<file path="config.mk">
export PLATFORM = sky130hd
export DESIGN_NAME = mux_rr_arbiter_flat
export DESIGN_NICKNAME = d
export VERILOG_FILES = /design/src/rtl/mux_rr_arbiter_if.sv /design/src/rtl/mux_rr_arbiter.sv /design/src/flat_wrapper.sv
export SDC_FILE = /design/constraint.sdc
export NUM_CORES = 1
export LEC_CHECK = 0
export ABC_AREA = 0
export CAP_MARGIN = 5
export CORE_ASPECT_RATIO = 1.1
export CORE_MARGIN = 4
export CORE_UTILIZATION = 40
export CTS_BUF_LIST = sky130_fd_sc_hd__clkbuf_16
export DETAILED_ROUTE_END_ITERATION = 7
export HOLD_SLACK_MARGIN = 0.1
export PLACE_DENSITY = 0.72
export SYNTH_ARGS = -nofsm -noshare
export SYNTH_HDL_FRONTEND = slang
export SYNTH_SLANG_ARGS = --single-unit
</file>
<file path="constraint.sdc">
create_clock -name clk -period 2.3 [get_ports clk]
set_input_delay 0.69 -clock clk [delete_from_list [all_inputs] [get_ports clk]]
set_output_delay 0.69 -clock clk [all_outputs]
set_load 0.03 [all_outputs]
</file>
<file path="src/rtl/mux_rr_arbiter_if.sv">
// Request/grant bundle between the four mux requesters and the round-robin arbiter.
// The arbiter takes the slave modport; the requester side takes the master modport.
interface mux_rr_arbiter_if #(
  parameter int unsigned CW = 8
);
  logic [3:0]    req;
  logic [3:0]    gnt;
  logic [1:0]    sel;
  logic          busy;
  logic [CW-1:0] hold_cnt;

  modport master (
    output req,
    input  gnt,
    input  sel,
    input  busy,
    input  hold_cnt
  );

  modport slave (
    input  req,
    output gnt,
    output sel,
    output busy,
    output hold_cnt
  );
endinterface

</file>
<file path="src/rtl/mux_rr_arbiter.sv">
// Round-robin arbiter that shares the 4-input selector mux among four requesters.
// A requester keeps the grant for at most MAX_HOLD cycles while others are waiting.
module mux_rr_arbiter #(
  parameter int unsigned MAX_HOLD = 8,
  parameter int unsigned CW       = 8
) (
  input  logic               clk,
  input  logic               rst_n,
  mux_rr_arbiter_if.slave    bus
);

  typedef enum logic [0:0] {StIdle, StGrant} state_e;

  // The counter stops here; with preemption disabled it stops at all-ones.
  localparam logic [CW-1:0] HoldSat = (MAX_HOLD != 0) ? CW'(MAX_HOLD) : {CW{1'b1}};

  state_e        state_q, state_d;
  logic [1:0]    owner_q, owner_d;
  logic [1:0]    last_q, last_d;
  logic [CW-1:0] hold_q, hold_d;
  logic [3:0]    owner_oh;
  logic [3:0]    others;

  // First set bit scanning p+1 .. p+4 (mod 4); returns p only if p is the sole requester.
  function automatic logic [1:0] pick(input logic [3:0] r, input logic [1:0] p);
    logic [1:0] idx;
    pick = p;
    for (int k = 4; k >= 1; k--) begin
      idx = p + 2'(k);
      if (r[idx]) pick = idx;
    end
  endfunction

  always_comb begin
    owner_oh          = '0;
    owner_oh[owner_q] = 1'b1;
    others            = bus.req & ~owner_oh;
  end

  always_comb begin
    state_d = state_q;
    owner_d = owner_q;
    last_d  = last_q;
    hold_d  = hold_q;
    unique case (state_q)
      StIdle: begin
        if (bus.req != 4'b0000) begin
          state_d = StGrant;
          owner_d = pick(bus.req, last_q);
          hold_d  = CW'(1);
        end
      end
      StGrant: begin
        if (!bus.req[owner_q]) begin
          last_d = owner_q;
          if (others != 4'b0000) begin
            owner_d = pick(bus.req, owner_q);
            hold_d  = CW'(1);
          end else begin
            state_d = StIdle;
            hold_d  = '0;
          end
        end else if ((MAX_HOLD != 0) && (hold_q >= HoldSat) && (others != 4'b0000)) begin
          last_d  = owner_q;
          owner_d = pick(bus.req, owner_q);
          hold_d  = CW'(1);
        end else if (hold_q != HoldSat) begin
          hold_d = hold_q + CW'(1);
        end
      end
      default: state_d = StIdle;
    endcase
  end

  always_ff @(posedge clk or negedge rst_n) begin
    if (!rst_n) begin
      state_q <= StIdle;
      owner_q <= 2'd0;
      last_q  <= 2'd3;
      hold_q  <= '0;
    end else begin
      state_q <= state_d;
      owner_q <= owner_d;
      last_q  <= last_d;
      hold_q  <= hold_d;
    end
  end

  always_comb begin
    bus.gnt      = (state_q == StGrant) ? owner_oh : 4'b0000;
    bus.sel      = owner_q;
    bus.busy     = (state_q == StGrant);
    bus.hold_cnt = hold_q;
  end

endmodule

</file>
<file path="src/flat_wrapper.sv">
// flat-port wrapper written by rule: the top's interface ports become plain ports
module mux_rr_arbiter_flat 
#(
  parameter int unsigned MAX_HOLD = 8,
  parameter int unsigned CW       = 8
)
  (clk, rst_n, bus_req, bus_gnt, bus_sel, bus_busy, bus_hold_cnt);
  mux_rr_arbiter_if #(.CW(CW)) bus_i ();
  input  logic clk;
  input  logic rst_n;
  input wire logic [$bits(bus_i.req)-1:0] bus_req;
  output wire logic [$bits(bus_i.gnt)-1:0] bus_gnt;
  output wire logic [$bits(bus_i.sel)-1:0] bus_sel;
  output wire logic [$bits(bus_i.busy)-1:0] bus_busy;
  output wire logic [$bits(bus_i.hold_cnt)-1:0] bus_hold_cnt;
  assign bus_i.req = bus_req;
  assign bus_gnt = bus_i.gnt;
  assign bus_sel = bus_i.sel;
  assign bus_busy = bus_i.busy;
  assign bus_hold_cnt = bus_i.hold_cnt;
  mux_rr_arbiter #(.MAX_HOLD(MAX_HOLD), .CW(CW)) u_core (.clk(clk), .rst_n(rst_n), .bus(bus_i));
endmodule
</file>
# Yosys cells after proc, flatten, opt, wreduce, memory -nomap -nowiden
# Index checks and enable logic that the tools add are counted.
# word_totals
reg_bits	13
in_bits	6
word_cells	76
# op_classes
addsub	7
magnitude_cmp	9
eq_ne	6
n_mux	40
bitwise_logic	3
reduce_logical	7
# op_table
op	count
$mux 8	4
$mux 2	12
$lt 2x3->1 const B	7
$pmux 8 s2	1
$bmux 1 s2	7
$mux 1	12
$add 2x2->2 const B	4
$add 8x1->8 const B	1
$ge 8x4->1 const B	1
$ne 8x4->1 const B	1
$reduce_bool 4->1	2
$ne 3x3->1 const B	2
$add 2x1->2 const B	2
$and 4x4->4	1
$mux 4	1
$ne 4x4->1 const B	1
$not 4->4	1
$pmux 2 s2	1
$reduce_and 2->1	2
$reduce_and 3->1	1
$demux 1 s2	1
$ge 2x1->1 const B	1
$logic_and 1x1->1	2
$ne 2x1->1 const B	1
other kinds (3)	3

# Depth between registers and ports, before layout
# logic_depth
depth_word	11
ltp_mapped	10

# Least setup slack after synthesis
# No wires, ideal clock.
# synth_timing
path_type	reg-to-reg
start	reg u_core.owner_q[0], in the netlist u_core.bus.sel[0]
end	reg u_core.hold_q[0], in the netlist u_core.bus.hold_cnt[0]
setup_time_ns	0.087
arrival_time_ns	2.202
required_time_ns	2.213
slack_ns	0.011
stages_incl_launch_ff	11
cell_sequence	dfrtp_1 buf_6 buf_6 inv_1 ha_1 and2b_2 a2111oi_4 o211ai_2 and2_1 buf_6 o211ai_1
# synth_via
elab_chain_len	11
word_cells_on_any_way	17
# synth_lines
element	line_no	rtl
from (decl)	mux_rr_arbiter.sv:18	logic [1:0] owner_q, owner_d;
from (signal assigned)	mux_rr_arbiter.sv:83	owner_q <= owner_d;
$lt 2x3->1 (implied by the code) / $ge 2x1->1 (equally long branches)	mux_rr_arbiter.sv:36	owner_oh[owner_q] = 1'b1;
$logic_and 1x1->1 (implied by the code)	mux_rr_arbiter.sv:36	
$mux 1 (implied by the code)	mux_rr_arbiter.sv:36	
$demux 1 s2	n/a	
$not 4->4	mux_rr_arbiter.sv:37	others = bus.req & ~owner_oh;
$and 4x4->4	mux_rr_arbiter.sv:37	
$reduce_bool 4->1	mux_rr_arbiter.sv:56, mux_rr_arbiter.sv:63	
$logic_and 1x1->1	mux_rr_arbiter.sv:63	end else if ((MAX_HOLD != 0) && (hold_q >= HoldSat) && (others != 4'b0000)) begin
$mux 8	mux_rr_arbiter.sv:63	
$mux 8	mux_rr_arbiter.sv:54	if (!bus.req[owner_q]) begin
$pmux 8 s2	mux_rr_arbiter.sv:45	unique case (state_q)
to (signal assigned)	mux_rr_arbiter.sv:85	hold_q <= hold_d;
to (decl)	mux_rr_arbiter.sv:20	logic [CW-1:0] hold_q, hold_d;
# Parallel ways exist; a longest one is shown, timed or not. The select of a mux whose other input is x is not followed.
# A chain may end at the register's enable or synchronous reset.

# Worst setup path after layout
# layout_timing
start	reg u_core.owner_q[0], in the netlist u_core.bus.sel[0]
end	out bus_sel[0]
# layout_rtl
element	line_no	rtl
to (decl)	flat_wrapper.sv:13	output wire logic [$bits(bus_i.sel)-1:0] bus_sel;
# No word-level cell between the ends.

==> results.md <==
* Status: complete, no violations
* Crit path DAT at 1.53 ns
* Max_cap viols at 0
* Placer Congestion at 0.868
* WS Path Type: flip-flop to output port
* Cells after synthesis at 127
* Cells along the critical path: buf_4 -> clkdlybuf4s50_1
* Max stage delay cell, worst path: clkdlybuf4s50_1
* Ys flop type: dfrtp_1
* Post-DR vias/cell at 5.64
* Power Density at 1280 nW/um^2
* Core Area at 2780 um^2
* Setup Skew at 0.000970 ns
* Syn nets at 139
* RSZ-0062 raised after global routing: false
* Source of the worst hold timing path: u_core.bus.hold_cnt[7]
* Most common cell after layout, fill and taps aside: buf_4
* DRC viols at 0
* Largest net degree at the start of global routing at 18
* Row cnt at 20
* Routed Antenna Nets at 0
* Worst slew pin tran at 0.589 ns
* Mean post-synth cell area at 9.21 um^2
* Ranking of synthesized cells by area: dfrtp_1 24%, ha_1 6.4%, dfstp_2 4.5%, buf_6 3.9%, mux4_2 3.9%
* Layout Nets at 176
* Dpl cells at 192
* Slew Limit Fails at 0
* Vias at 1105
* Slew HR at 60.6%
* Worst min path class: flip-flop to flip-flop
* # IOs at 21
* Fin crit period at 2.22 ns
* H-tree depth at 1
* CTS Buf Count at 3
* Critical Path Fanout Max at 17
* Seq cells post-synth at 13
* Number of enable flip-flop cells after synthesis at 0
* Fill count at 257
* Period utilization at 96.5%
* Synthesis warning total at 0
* Clock buffer depth at 2
* Die Wd at 59.6 um
* Die ar. at 3860 um^2
* Total Routing Usage GR at 17.1%
* Final Hold Fails at 0
* Hold path cells at 2
* Area grow syn2layout at 33.8%
* Synth area leader: dfrtp_1
* Hold Path End: u_core.bus.hold_cnt[7]
* Crit path launch type: flip-flop
* Top cell type's share of synthesized area at 23.5%
* PnR worst setup slack at 0.0805 ns
* CTS Root Cell: clkbuf_16
* Reg2reg start: u_core.bus.sel[0]
* Cell Area, Synth at 1170 um^2
* I/O Buffers at 20
* Worst Setup End Kind: output port
* Layout cell share with drive strength beyond 1 at 27.0%
* Grt total ovfl at 0
* Final WL at 2.93 mm
* Pleak at 0.696 nW
* Util after Layout at 56.4%
* Routed length per instance at 15.0 um
* Library cells used by synthesis at 48
* FMAX at 451 MHz
* Post-synthesis sequential area ratio at 28.0%
* Drt first pass iters at 4
* Largest stage delay, worst path at 0.71 ns
* FFs w/ async S/R, synth at 100%
* Finished Layout Cells at 196
* Clock sink total at 13
* Dpl hpwl at 2.28 mm
* CTS tree: done
* Wire length of the first global-routing pass at 5.13 mm
* Commonest non-fill, non-tap cells in the layout: 21 x buf_4, 12 x clkdlybuf4s50_1, 11 x nand2_1, 11 x nor2_1, 11 x dfrtp_1
* ANT cells at 0
* Worst EP required at 1.61 ns
* Initial Util at 42.1%
* Reg-to-reg endpoint: u_core.bus.hold_cnt[0]
* Die height at 64.7 um
* Clk_lat worst skew at 0.24 ns
* Max IR drop VDD at 0.828 mV
* R2R setup slack at 0.26 ns
* R2R depth at 9
* # setup viols final at 0
* Vias in the first global route at 1112
* Antenna violations before repair at 0
* Clock Pin Slew Worst Setup and Hold Paths at 0.04 ns
* Initial DRC count at 49
* DP Worst Slack at -0.340 ns
* Setup bufs post-CTS at 0
* Critical path origin: u_core.bus.sel[0]
logic make-up after synthesis:
family,after synthesis,share of synthesized area (%)
simple gates,55,26.3
compound gates,27,18.8
buf+inv,13,7.27
flops,13,28.0
mux,9,10.2
fa+ha+maj,6,6.42
xor+xnor,4,3.00
power breakdown:
part	switching [mW]	internal, mW	leakage [nW]
combinational	0.674	0.617	0.494
sequential	0.0852	0.311	0.159
clock	0.0946	0.229	0.0423
timing repair:
action | CTS | global route
setup endpoints to repair | 11 | 0
resized for setup | 9 | 0
hold buffers | 0 | 0
hold endpoints to repair | 0 | 0
sequential cells by signal (all words and copies together) (netlist names):
register             count
u_core.bus.busy          1
u_core.bus.hold_cnt      8
u_core.bus.sel           2
u_core.last_q            2
cells in the mapped netlist (2+ instances only):
cell type  count
or3_1          2
mux4_2         2
mux2_2         3
o211ai_1       2
nor2_1        11
mux2i_1        4
nor2b_1        4
dfstp_2        2
and2_1         4
a21oi_1        6
o21ai_0        5
xor2_1         2
or3b_2         2
inv_1          6
xnor2_1        2
o2111ai_1      2
nand2b_1       2
dfrtp_1       11
nand3_1        5
ha_1           6
buf_6          4
buf_2          2
nor4_1         3
nand2_1       11
how the worst max path moves through the flow:
stage / depth (start not counted) / end / slack [ns]
after detailed placement: 5 / u_core.bus.hold_cnt[0] / -0.34
after CTS: 2 / bus_sel[0] / 0.07
after floorplan: 10 / u_core.bus.hold_cnt[0] / 0.01
final: 2 / bus_sel[0] / 0.08
after global placement: 7 / u_core.bus.sel[1] / -0.31
after global routing: 2 / bus_sel[0] / 0.01
layer usage:
layer	share of wire (%)	vias to the layer above	routed length, um	track usage (%)
met5	0	-	0	0
met4	1.8	0	54	5.82
met2	52	28	1540	30.3
li1	-	530	-	-
met3	3.9	7	115	2.39
met1	42	540	1220	20.5
stage by stage:
step	TNS [ns]	total power, mW	hold WS [ns]	area, um^2
2_1_floorplan	0	1.29	0.394	1170
3_3_place_gp	-3.00	1.66	0.588	1490
3_5_place_dp	-3.29	1.70	0.593	1490
4_1_cts	0	2.03	0.607	1570
5_1_grt	0	2.15	0.639	1570
6_report	0	2.01	0.610	1570
worst max-delay path: cells and delay by family, from the launching register on:
family	cells	cell delay, ns
buffers and inverters	2	0.94
flip-flops	1	0.34
final cells by class:
class	count	area (um^2)	share of cell area (%)
well taps	33	41.3	2.64
flip-flops and latches	13	328	20.9
clock inverters	1	3.75	0.240
clock buffers	3	75.1	4.80
multi-input cells	101	764	48.8
inverters	6	22.5	1.44
repair buffers	39	330	21.1
(Power assumes the default switching activity.)
